<file path="config.mk">
export PLATFORM = sky130hd
export DESIGN_NAME = uart_tx_8n1
export DESIGN_NICKNAME = d
export VERILOG_FILES = /design/src/rtl/uart_pkg.sv /design/src/rtl/uart_baud_gen.sv /design/src/rtl/uart_tx_8n1.sv
export SDC_FILE = /design/constraint.sdc
export NUM_CORES = 1
export LEC_CHECK = 0
export CAP_MARGIN = 20
export CORE_UTILIZATION = 25
export CTS_CLUSTER_DIAMETER = 100
export DETAILED_ROUTE_END_ITERATION = 6
export HOLD_SLACK_MARGIN = 0.03
export SLEW_MARGIN = 25
export SYNTH_ARGS = -nofsm -noshare
export SYNTH_HDL_FRONTEND = slang
export SYNTH_HIERARCHICAL = 1
export SYNTH_SLANG_ARGS = --single-unit
</file>
<file path="constraint.sdc">
create_clock -name clk -period 2.4 [get_ports clk]
set_clock_uncertainty 0.15 [all_clocks]
set_input_delay 0.48 -clock clk [delete_from_list [all_inputs] [get_ports clk]]
set_output_delay 0.48 -clock clk [all_outputs]
set_load 0.005 [all_outputs]
</file>
<file path="src/rtl/uart_pkg.sv">
// Shared definitions for the UART transmitter and receiver: FSM state
// encoding, oversampling ratio and counter widths.
package uart_pkg;

    // Frame FSM states, shared by transmitter and receiver.
    typedef enum logic [1:0] {
        IDLE  = 2'd0,
        START = 2'd1,
        DATA  = 2'd2,
        STOP  = 2'd3
    } uart_state_e;

    // Oversample ticks per start/data bit.
    localparam int OVERSAMPLE = 16;

    // Default stop-bit length in oversample ticks (one stop bit).
    localparam int STOP_TICKS_DEFAULT = 16;

    // Tick counter must hold STOP_TICKS-1 for up to two stop bits (32 ticks).
    localparam int TICK_CNT_W = 5;

    // Bit index covers up to eight payload bits.
    localparam int BIT_IDX_W = 3;

    // Whole-frame length in clock cycles, handy for benches and timeouts.
    function automatic int frame_cycles(input int data_bits,
                                        input int stop_ticks,
                                        input int baud_div);
        return (OVERSAMPLE * (1 + data_bits) + stop_ticks) * baud_div;
    endfunction

endpackage

</file>
<file path="src/rtl/uart_baud_gen.sv">
// Oversample tick divider: pulses tick once every DIV clocks. A synchronous
// restart realigns the phase so the first tick lands DIV clocks after it.
module uart_baud_gen #(
    parameter int DIV = 1
) (
    input  logic clk,
    input  logic reset,
    input  logic restart,
    output logic tick
);

    // A one-bit counter is kept even for DIV=1 so widths stay legal.
    localparam int CW = (DIV > 1) ? $clog2(DIV) : 1;
    localparam logic [CW-1:0] TERM = CW'(DIV - 1);

    logic [CW-1:0] cnt_q;
    logic [CW-1:0] cnt_d;

    // Next count: wrap at terminal count, zero on restart.
    always_comb begin
        cnt_d = cnt_q + CW'(1);
        if (restart || (cnt_q == TERM)) begin
            cnt_d = '0;
        end
    end

    // Divider counter register.
    always_ff @(posedge clk or posedge reset) begin
        if (reset) begin
            cnt_q <= '0;
        end else begin
            cnt_q <= cnt_d;
        end
    end

    assign tick = (cnt_q == TERM);

endmodule

</file>
<file path="src/rtl/uart_tx_8n1.sv">
// UART transmitter: start bit, DATA_BITS payload bits LSB first, then a stop
// period of STOP_TICKS oversample ticks. The line output is registered so the
// start bit appears on the acceptance edge itself.
module uart_tx_8n1
    import uart_pkg::*;
#(
    parameter int DATA_BITS  = 8,
    parameter int STOP_TICKS = STOP_TICKS_DEFAULT,
    parameter int BAUD_DIV   = 1
) (
    input  logic                 clk,
    input  logic                 reset,
    input  logic                 tx_start,
    input  logic [DATA_BITS-1:0] tx_data,
    output logic                 tx,
    output logic                 tx_busy,
    output logic                 tx_done_tick
);

    localparam logic [TICK_CNT_W-1:0] LAST_OS   = TICK_CNT_W'(OVERSAMPLE - 1);
    localparam logic [TICK_CNT_W-1:0] LAST_STOP = TICK_CNT_W'(STOP_TICKS - 1);
    localparam logic [BIT_IDX_W-1:0]  LAST_BIT  = BIT_IDX_W'(DATA_BITS - 1);

    uart_state_e            state_q;
    logic [TICK_CNT_W-1:0]  tick_cnt_q;
    logic [BIT_IDX_W-1:0]   bit_idx_q;
    logic [DATA_BITS-1:0]   shreg_q;
    logic                   tx_q;
    logic                   done_q;

    logic baud_tick;
    logic baud_restart;

    // Hold the divider at phase zero while idle so every frame starts with a
    // full-length first tick period, whatever the idle time was.
    assign baud_restart = (state_q == IDLE);

    uart_baud_gen #(
        .DIV(BAUD_DIV)
    ) u_baud (
        .clk    (clk),
        .reset  (reset),
        .restart(baud_restart),
        .tick   (baud_tick)
    );

    // Frame sequencer with registered line and done outputs.
    always_ff @(posedge clk or posedge reset) begin
        if (reset) begin
            state_q    <= IDLE;
            tick_cnt_q <= '0;
            bit_idx_q  <= '0;
            shreg_q    <= '0;
            tx_q       <= 1'b1;
            done_q     <= 1'b0;
        end else begin
            done_q <= 1'b0;
            case (state_q)
                IDLE: begin
                    tx_q <= 1'b1;
                    if (tx_start) begin
                        shreg_q    <= tx_data;
                        tick_cnt_q <= '0;
                        bit_idx_q  <= '0;
                        tx_q       <= 1'b0;
                        state_q    <= START;
                    end
                end
                START: begin
                    if (baud_tick) begin
                        if (tick_cnt_q == LAST_OS) begin
                            tick_cnt_q <= '0;
                            bit_idx_q  <= '0;
                            tx_q       <= shreg_q[0];
                            state_q    <= DATA;
                        end else begin
                            tick_cnt_q <= tick_cnt_q + 1'b1;
                        end
                    end
                end
                DATA: begin
                    if (baud_tick) begin
                        if (tick_cnt_q == LAST_OS) begin
                            tick_cnt_q <= '0;
                            if (bit_idx_q == LAST_BIT) begin
                                tx_q    <= 1'b1;
                                state_q <= STOP;
                            end else begin
                                // Present the next bit now; the shift keeps
                                // shreg_q[0] equal to the bit on the line.
                                shreg_q   <= shreg_q >> 1;
                                tx_q      <= shreg_q[1];
                                bit_idx_q <= bit_idx_q + 1'b1;
                            end
                        end else begin
                            tick_cnt_q <= tick_cnt_q + 1'b1;
                        end
                    end
                end
                STOP: begin
                    if (baud_tick) begin
                        if (tick_cnt_q == LAST_STOP) begin
                            tick_cnt_q <= '0;
                            done_q     <= 1'b1;
                            state_q    <= IDLE;
                        end else begin
                            tick_cnt_q <= tick_cnt_q + 1'b1;
                        end
                    end
                end
                default: begin
                    state_q <= IDLE;
                end
            endcase
        end
    end

    assign tx           = tx_q;
    assign tx_busy      = (state_q != IDLE);
    assign tx_done_tick = done_q;

endmodule

</file>
Yosys cells after proc, flatten, opt, wreduce, memory -nomap -nowiden
Index checks and enable logic that the tools add are counted.
{"block": "totals", "regBits": 21, "input_bits": 11, "output_inout_bits": 3, "word_cells": 73}
{"block": "classes", "n_bitwise": 1, "eq_ne": 15, "mux": 36, "reduce_logical": 11, "addsub": 3}
{"operator": "8-bit two-way mux", "n": 4}
{"operator": "2-bit != test, second input constant", "n": 10}
{"operator": "3-bit two-way mux", "n": 6}
{"operator": "2-bit two-way mux", "n": 8}
{"operator": "8-bit case mux with 2 select lines", "n": 1}
{"operator": "5-bit two-way mux", "n": 3}
{"operator": "1-bit two-way mux", "n": 10}
{"operator": "5-bit case mux with 2 select lines", "n": 1}
{"operator": "5-bit AND reduction", "n": 2}
{"operator": "3-bit case mux with 3 select lines", "n": 1}
{"operator": "2-bit case mux with 4 select lines", "n": 1}
{"operator": "8-bit AND reduction", "n": 1}
{"operator": "7-bit AND reduction", "n": 1}
{"operator": "5-bit by 1-bit adder with 5-bit output, second input constant", "n": 1}
{"operator": "5-bit by 4-bit == test with 1-bit output, second input constant", "n": 1}
{"operator": "2-bit == test, second input constant", "n": 2}
{"operator": "2-bit nonzero test", "n": 2}
{"operator": "3-bit by 1-bit adder with 3-bit output, second input constant", "n": 1}
{"operator": "3-bit == test, second input constant", "n": 1}
{"operator": "1-bit case mux with 3 select lines", "n": 1}
{"operator": "3-bit nonzero test", "n": 1}
{"operator": "3-bit OR reduction", "n": 1}
{"operator": "2-bit by 1-bit == test with 1-bit output, second input constant", "n": 1}
{"operator": "2-bit zero test", "n": 1}
{"operator": "other kinds (4)", "n": 4}

Longest topological paths before layout
Gate-level depths: netlist of run 1.
{"block": "depth", "depth_word": 5, "depth_mapped": 8, "ltp_nobuf": 6}

Hierarchy
Netlist of run 1, hierarchy kept.
{"mod": "uart_tx_8n1", "seq_area_each_um2": 501.7, "cells_each": 118, "instances": 1, "area_each_um2": 1211.2}
{"mod": "uart_baud_gen", "seq_area_each_um2": 25.0, "cells_each": 4, "instances": 1, "area_each_um2": 36.3}

Worst setup path before layout of run 1
No wires, ideal clock.
{"block": "synth_path", "path_kind": "register to register", "startpoint": "register state_q[0]", "endpoint": "register state_q[1]", "required_ns": 2.122, "n_path_buf": 0, "setup_time_ns": 0.128, "arrival_ns": 1.724, "synth_period_minus_slack_ns": 2.001, "path_stages_with_launch": 7, "setup_slack_ns": 0.399, "path_cell_list": "dfrtp_1 inv_1 ha_1 or2_0 o32a_1 a21oi_1 mux2_1"}
{"block": "synth_between", "elab_chain_len": 3, "word_cells_on_any_way": 14, "cone_classes": "eq/ne (11); mux (1); reduce/logical (2)"}
{"item": "from (decl)", "line": "uart_tx_8n1.sv:24", "rtl": "uart_state_e state_q;"}
{"item": "from (signal assigned)", "line": "uart_tx_8n1.sv:50", "rtl": "state_q <= IDLE;"}
{"item": "from (signal assigned)", "line": "uart_tx_8n1.sv:66", "rtl": "state_q <= START;"}
{"item": "from (signal assigned)", "line": "uart_tx_8n1.sv:75", "rtl": "state_q <= DATA;"}
{"item": "2-bit by 1-bit == test with 1-bit output (tied with other cells)", "line": "uart_tx_8n1.sv:58", "rtl": "case (state_q)"}
{"item": "2-bit != test (no line)"}
{"item": "8-bit AND reduction (no line)"}
Parallel ways exist; a longest one is shown, timed or not.
A chain may end at the register's enable or synchronous reset.

Final worst setup path of run 1
{"block": "layout_path", "startpoint": "register state_q[1]", "endpoint": "output port tx_busy"}
{"block": "layout_between", "elab_chain_len": 1}
{"item": "2-bit nonzero test", "line": "uart_tx_8n1.sv:119", "rtl": "assign tx_busy = (state_q != IDLE);"}
{"item": "to (decl)", "line": "uart_tx_8n1.sv:16", "rtl": "output logic tx_busy,"}
No other way between the ends.

==> impl_metrics.ini, run 1 <==
[place]
dp_hpwl_mm = 1.98
gp_congestion = 0.815
numPortBuffers = 13
placement.setup.worst_slack_ns = 0.107

[timing]
timing.max_slew.rel_slack_pct = 57.7
timing_max_transition_violations_final = 0
timing.final.hold_violations = 0
grt_setup_unrepaired = no
timing.setup.tns_ns = 0
tightest_slew_ns = 0.633
timing.final.crit_period_ns = 2.29
setup_viol = 0
timing.fmax_ghz = 0.437
post-route-period-util_pct = 95.3
worst_slack_ns = 0.114

[pwr]
pwr_dens_mw_per_mm2 = 1070
leak_pwr_uw = 0.000660
p_sw_share_pct = 38.2
total_switching_power_uw = 625
power.ir.vdd_worst_uv = 398
p_int_uw = 1010
power.combinational.fraction_pct = 49.6
clock_power_share_pct = 14.9
power.share.sequential_pct = 35.5

[cts]
max-clock-path-buffers = 2
clock-sinks = 21
cts.reportedPaths.clkPinSlew_ns = 0.08
htree_num_levels = 1
cts_tree = yes
worst_skew_pair.late_latency_ns = 0.26
cts_hold_buf = 0
root_buffer = sky130_fd_sc_hd__clkbuf_8
cts_inserted_buffers = 3

[detailed_routing]
postRouteAntennaNets = 0
avgRoutedWirePerCell_um = 13.1
met2WireLength_mm = 1.31
drc = 0
wirelength_mm = 2.72
firstDrtPassIters = 4
drt_iter0_markers = 56
viasPerCell = 4.84
dr_total_vias = 1001
m1WireLength_mm = 1.30
maxUsedRoutingLayer = met4
routed-wl-met3_um = 90

[synthesis]
synthCells = 122
yosysSeqAreaShare_pct = 42.2
ys_seq_elements = 21
synth-adder-area-share_pct = 8.02
synthesis.nets = 141
netlist_area_mm2 = 0.00125
compound_gate_fraction_of_synth_area_pct = 24.6
syn_area_per_cell_um2 = 10.2
yosysUniqueCellTypes = 39
synth_top_family_by_area = compound AO/OA/AOI/OAI gates
synth_xor_xnor_area_share_pct = 0
synth-simple-area-share_pct = 15.2
synth.area.mux_share_pct = 4.11
synth_warnings = 6

[die]
floorplan.die.height_um = 72.6
full_die_area_mm2 = 0.00528
num_io_pins = 14
die_w_um = 72.6
placementRows = 25
start_util_pct = 26.2
coreArea_mm2 = 0.00475

[global_routing]
globalRouteTotalUtil_pct = 11.5
vias_in_the_first_global_route = 1037
antenna_found_initial = 0
maximum_number_of_pins_on_one_net_before_global_route_repair = 21
grt_pass1_wl_mm = 4.65
global_route.overflow_total = 0

[critical_path]
critical_path_required_ns = 1.77
startpoint_type = flop
worst-setup-path-type = reg2out
worst_r2r_startpoint = state_q[1]$_DFFE_PP0P_
critical_path_peak_fanout = 6
worstReg2RegEnd = state_q[1]$_DFFE_PP0P_
rr_worst_depth = 5
critical_path_arrival_ns = 1.66
critical_path.endpoint_type = output port
timing.reg2reg.setup_slack_ns = 0.30

[job]
max_cap_viol_count = 0

[cells_and_area]
multi_input_comb_area_um2 = 654
finish.utilization_pct = 32.2
insertedDiodeCount = 0
final_layout_fill_cell_count = 512
syn2layout_area_growth_pct = 22.6
layout.area.seq_um2 = 528
fin_nets = 160
drive_above_1_share_pct = 14.3

[hold_path]
min_path_type = in2async

[run_status]
outcome = completed
==> stage by stage <==
stage	hold WS [ns]	instances	cell area, um^2	power, uW
after floorplan	0.0587	122	1250	1140
after global placement	0.343	203	1480	1360
after detailed placement	0.349	203	1480	1390
after CTS	0.223	207	1530	1640
after global routing	0.214	207	1530	1770
final	0.223	207	1530	1640
==> cell families after synthesis <==
logic type               after synthesis
AO/OA/AOI/OAI                         41
AND/OR/NAND/NOR                       31
flip-flops                            21
buffers and inverters                 16
adder cells (fa/ha/maj)                8
multiplexers                           4
other                                  1
==> cell usage after synthesis <==
| cell type | n | area share [%] |
|---|---|---|
| sky130_fd_sc_hd__a21oi_1 | 4 | 1.6 |
| sky130_fd_sc_hd__a21oi_2 | 1 | 0.70 |
| sky130_fd_sc_hd__a221oi_2 | 1 | 1.2 |
| sky130_fd_sc_hd__a31o_1 | 1 | 0.70 |
| sky130_fd_sc_hd__a31oi_1 | 2 | 1.0 |
| sky130_fd_sc_hd__and3_1 | 1 | 0.50 |
| sky130_fd_sc_hd__and4b_1 | 1 | 0.80 |
| sky130_fd_sc_hd__buf_2 | 4 | 1.6 |
| sky130_fd_sc_hd__buf_4 | 1 | 0.60 |
| sky130_fd_sc_hd__conb_1 | 1 | 0.30 |
| sky130_fd_sc_hd__dfrtp_1 | 20 | 40 |
| sky130_fd_sc_hd__dfstp_2 | 1 | 2.1 |
| sky130_fd_sc_hd__ha_1 | 8 | 8.0 |
| sky130_fd_sc_hd__inv_1 | 11 | 3.3 |
| sky130_fd_sc_hd__mux2_1 | 2 | 1.8 |
| sky130_fd_sc_hd__mux2_4 | 1 | 1.2 |
| sky130_fd_sc_hd__mux2i_2 | 1 | 1.1 |
| sky130_fd_sc_hd__nand2_1 | 13 | 3.9 |
| sky130_fd_sc_hd__nand3_1 | 2 | 0.80 |
| sky130_fd_sc_hd__nand3b_4 | 1 | 1.6 |
| sky130_fd_sc_hd__nand4_1 | 1 | 0.50 |
| sky130_fd_sc_hd__nand4b_1 | 1 | 0.70 |
| sky130_fd_sc_hd__nand4b_4 | 1 | 1.9 |
| sky130_fd_sc_hd__nor2_1 | 2 | 0.60 |
| sky130_fd_sc_hd__nor2b_1 | 3 | 1.5 |
| sky130_fd_sc_hd__nor3_1 | 1 | 0.40 |
| sky130_fd_sc_hd__o21a_1 | 1 | 0.60 |
| sky130_fd_sc_hd__o21ai_0 | 8 | 3.2 |
| sky130_fd_sc_hd__o21ai_1 | 3 | 1.2 |
| sky130_fd_sc_hd__o22a_1 | 12 | 8.4 |
| sky130_fd_sc_hd__o311a_1 | 1 | 0.80 |
| sky130_fd_sc_hd__o31a_1 | 1 | 0.70 |
| sky130_fd_sc_hd__o31ai_1 | 3 | 1.8 |
| sky130_fd_sc_hd__o32a_1 | 1 | 0.80 |
| sky130_fd_sc_hd__o41a_1 | 2 | 1.8 |
| sky130_fd_sc_hd__or2_0 | 1 | 0.50 |
| sky130_fd_sc_hd__or2_1 | 1 | 0.50 |
| sky130_fd_sc_hd__or2_2 | 1 | 0.50 |
| sky130_fd_sc_hd__or3_1 | 1 | 0.50 |
==> sequential cells by signal, indices dropped and copies added, names as in the netlist <==
signal and cells:
tx 1, shreg_q 8, state_q 2, tick_cnt_q 5, bit_idx_q 3, u_baud/cnt_q 1, tx_done_tick 1
==> repair_timing <==
item	4_1_cts	5_1_grt
setup endpoints to repair	0	1
gates resized for setup	0	2
setup buffers	0	0
==> metal layers <==
metal / global-route usage (%) / vias up
li1: - / 479
met1: 14.9 / 498
met2: 18.5 / 22
met3: 3.31 / 2
met4: 3.27 / 0
met5: 0 / -
==> placed cells by master, fill, tap and decap left out, drive strengths merged, types with 5 or more instances in the layout <==
| cell type | instances |
|---|---|
| nand2 | 13 |
| buf | 6 |
| o21ai | 11 |
| ha | 8 |
| clkdlybuf4s50 | 13 |
| a21oi | 5 |
| o22a | 12 |
| inv | 11 |
| dfrtp | 20 |
==> worst max-delay path by stage <==
| stage | from | end | slack (ns) |
|---|---|---|---|
| finish | state_q[1]$_DFFE_PP0P_ | tx_busy | 0.11 |
| global route | state_q[1]$_DFFE_PP0P_ | tx_busy | 0.05 |
| CTS | state_q[0]$_DFFE_PP0P_ | tx_busy | 0.02 |
| detailed placement | tx_start | state_q[1]$_DFFE_PP0P_ | 0.11 |
| global placement | tx_start | state_q[1]$_DFFE_PP0P_ | 0.18 |
| floorplan | state_q[0]$_DFFE_PP0P_ | state_q[1]$_DFFE_PP0P_ | 0.40 |
==> power groups by stage <==
stage	registers, uW	clock network, uW	logic (uW)
floorplan	560	0	584
global placement	578	0	777
detailed placement	583	0	804
CTS	577	252	807
global route	598	270	902
finish	581	244	811
==> layout make-up <==
class / count / area share, %
clock buffer: 3 / 2.70
clock inverter: 1 / 0.327
inverter: 11 / 2.70
multi-input combinational: 85 / 42.8
sequential: 21 / 34.5
tap: 67 / 5.48
timing repair buffer: 19 / 11.5
==> critical path: stages, from the launching register on <==
cell and delay, ns:
sky130_fd_sc_hd__dfrtp_1 0.43, sky130_fd_sc_hd__inv_1 0.09, sky130_fd_sc_hd__ha_2 0.23, sky130_fd_sc_hd__inv_1 0.12, sky130_fd_sc_hd__clkdlybuf4s50_1 0.51
(Power assumes the default switching activity.)
==> run 2, diff against run 1 <==
SKIP_LAST_GASP = 1   (was not set)
==> results of run 2 <==
Same layout as run 1: the final DEF is identical, and so are final timing and power.
==> run 3, diff against run 2 <==
CORE_UTILIZATION = 55   (was 25)
CTS_BUF_LIST = sky130_fd_sc_hd__clkbuf_8 sky130_fd_sc_hd__clkbuf_16   (was not set)
PLACE_DENSITY = 0.78   (was not set)
TNS_END_PERCENT = 20   (was not set)
==> run 3 against run 2 <==
Compared with the run above: final area down 3.2%; critical path depth unchanged; die area down 53%; via count unchanged; sequential power about the same; combinational power up 3.0%; flip-flop and latch count unchanged; cell count down 20%; clock power down 6%; sequential share of layout area up 1.1 points; critical endpoint unchanged.
==> impl_metrics.ini, run 3 (synthesis results as in run 1) <==
[run_status]
outcome = completed

[critical_path]
critical_path_arrival_ns = 1.68
worst-setup-path-type = reg2out
startpoint_type = flop
critical_path_peak_fanout = 11
critical_path_required_ns = 1.77
critical_path.endpoint_type = output port

[detailed_routing]
wirelength_mm = 2.58
firstDrtPassIters = 4
avgRoutedWirePerCell_um = 15.6
drt_iter0_markers = 16
viasPerCell = 6.03
dr_total_vias = 1001
postRouteAntennaNets = 0
drc = 0

[timing]
worst_slack_ns = 0.0938
timing.fmax_ghz = 0.434
timing.final.crit_period_ns = 2.31
timing_max_transition_violations_final = 0
timing.final.hold_violations = 0
post-route-period-util_pct = 96.1
setup_viol = 0
grt_setup_unrepaired = no
timing.setup.tns_ns = 0

[global_routing]
globalRouteTotalUtil_pct = 23.9
global_route.overflow_total = 0
vias_in_the_first_global_route = 997
grt_pass1_wl_mm = 4.46
maximum_number_of_pins_on_one_net_before_global_route_repair = 15
antenna_found_initial = 0

[cells_and_area]
finalInstanceArea_mm2 = 0.00148
syn2layout_area_growth_pct = 18.7
final_common_cell = sky130_fd_sc_hd__dfrtp_1
final_cells = 166
drive_above_1_share_pct = 12.9
largest_registers = shreg_q: 8 flops, tick_cnt_q: 5 flops, bit_idx_q: 3 flops
fin_nets = 159
largest_reg_flops = 8
mostFrequentLayoutCells = sky130_fd_sc_hd__dfrtp_1, sky130_fd_sc_hd__nand2_1, sky130_fd_sc_hd__clkdlybuf4s50_1, sky130_fd_sc_hd__o22a_1, sky130_fd_sc_hd__inv_1
largest-register = shreg_q
insertedDiodeCount = 0

[die]
floorplan.die.height_um = 49.6
num_io_pins = 14
die_w_um = 49.6
placementRows = 16
coreArea_mm2 = 0.00204
full_die_area_mm2 = 0.00246
start_util_pct = 61.1

[cts]
htree_num_levels = 1
worst_skew_pair.late_latency_ns = 0.26
root_buffer = sky130_fd_sc_hd__clkbuf_8
clock-sinks = 21
cts_inserted_buffers = 3
cts_tree = yes
cts.reportedPaths.clkPinSlew_ns = 0.08
max-clock-path-buffers = 2
post_cts.repair.setup_buffers = 0

[place]
dp_hpwl_mm = 1.90
post_dp_cell_area_mm2 = 0.00142
placement.setup.worst_slack_ns = 0.216
place.detailed.instances = 162
gp_congestion = 0.848
numPortBuffers = 13

[pwr]
leak_pwr_uw = 0.000658
power.total_uw = 1640
power.ir.vdd_worst_uv = 749
power.share.sequential_pct = 35.3
total_switching_power_uw = 633
p_sw_share_pct = 38.5
power.combinational.fraction_pct = 50.8
pwr_dens_mw_per_mm2 = 1110
p_int_uw = 1010
clock_power_share_pct = 13.9

[hold_path]
min_path_type = in2async

[job]
max_cap_viol_count = 0
## run 3: changes by cell type in the layout (fill, tap and decap cells not counted), sizes merged
cell / change
buf: -1
## run 3: final timing paths
kind | from | endpoint | slack, ns | cells after the start
setup reg to reg | state_q[0]$_DFFE_PP0P_ | state_q[1]$_DFFE_PP0P_ | 0.23 | 6
setup / recovery | state_q[0]$_DFFE_PP0P_ | tx_busy | 0.09 | 4
hold / removal | reset | u_baud/cnt_q$_DFF_PP0_ | 0.23 | 2
min in group clk | shreg_q[5]$_DFFE_PP0P_ | shreg_q[5]$_DFFE_PP0P_ | 0.37 | 1
hold reg to reg | shreg_q[5]$_DFFE_PP0P_ | shreg_q[5]$_DFFE_PP0P_ | 0.37 | 1
max in group asynchronous | reset | tx$_DFFE_PP1P_ | 1.24 | 3
## run 3: critical path, stage by stage, from the launching register on
cell and delay, ns:
sky130_fd_sc_hd__dfrtp_1 0.46, sky130_fd_sc_hd__inv_1 0.13, sky130_fd_sc_hd__ha_4 0.22, sky130_fd_sc_hd__inv_1 0.10, sky130_fd_sc_hd__clkdlybuf4s50_1 0.50
## run 3: what timing repair did
item	4_1_cts	5_1_grt
endpoints found under the hold margin	0	0
hold buffers	0	0
endpoints found under the setup margin	1	1
resized for setup	1	1
## run 3: cell type report
cell class / count / area, um^2
Fill cell: 158 / 562
Multi-Input combinational cell: 85 / 664
Clock inverter: 1 / 5.00
Inverter: 11 / 41.3
Sequential cell: 21 / 527
Clock buffer: 3 / 41.3
Timing Repair Buffer: 18 / 168
Tap cell: 27 / 33.8
## run 3: routing by layer
layer | track usage [%] | share of wire, % | vias up
met5 | 0 | 0 | -
met4 | 6.19 | 0.74 | 0
met3 | 5.86 | 5.3 | 4
met2 | 38.3 | 47 | 33
met1 | 32.1 | 47 | 488
li1 | - | - | 476
## run 3: per-stage QoR
| step | util, % | hold WS, ns |
|---|---|---|
| 6_report | 72.5 | 0.226 |
| 5_1_grt | 72.5 | 0.258 |
| 4_1_cts | 72.0 | 0.221 |
| 3_5_place_dp | 69.6 | 0.351 |
| 3_3_place_gp | 69.6 | 0.341 |
| 2_1_floorplan | - | 0.0587 |
## run 3: power by group through the flow
stage	sequential (uW)	clock (uW)	combinational, uW
2_1_floorplan	560	0	584
3_3_place_gp	575	0	760
3_5_place_dp	583	0	791
4_1_cts	576	236	801
5_1_grt	594	248	922
6_report	580	229	835
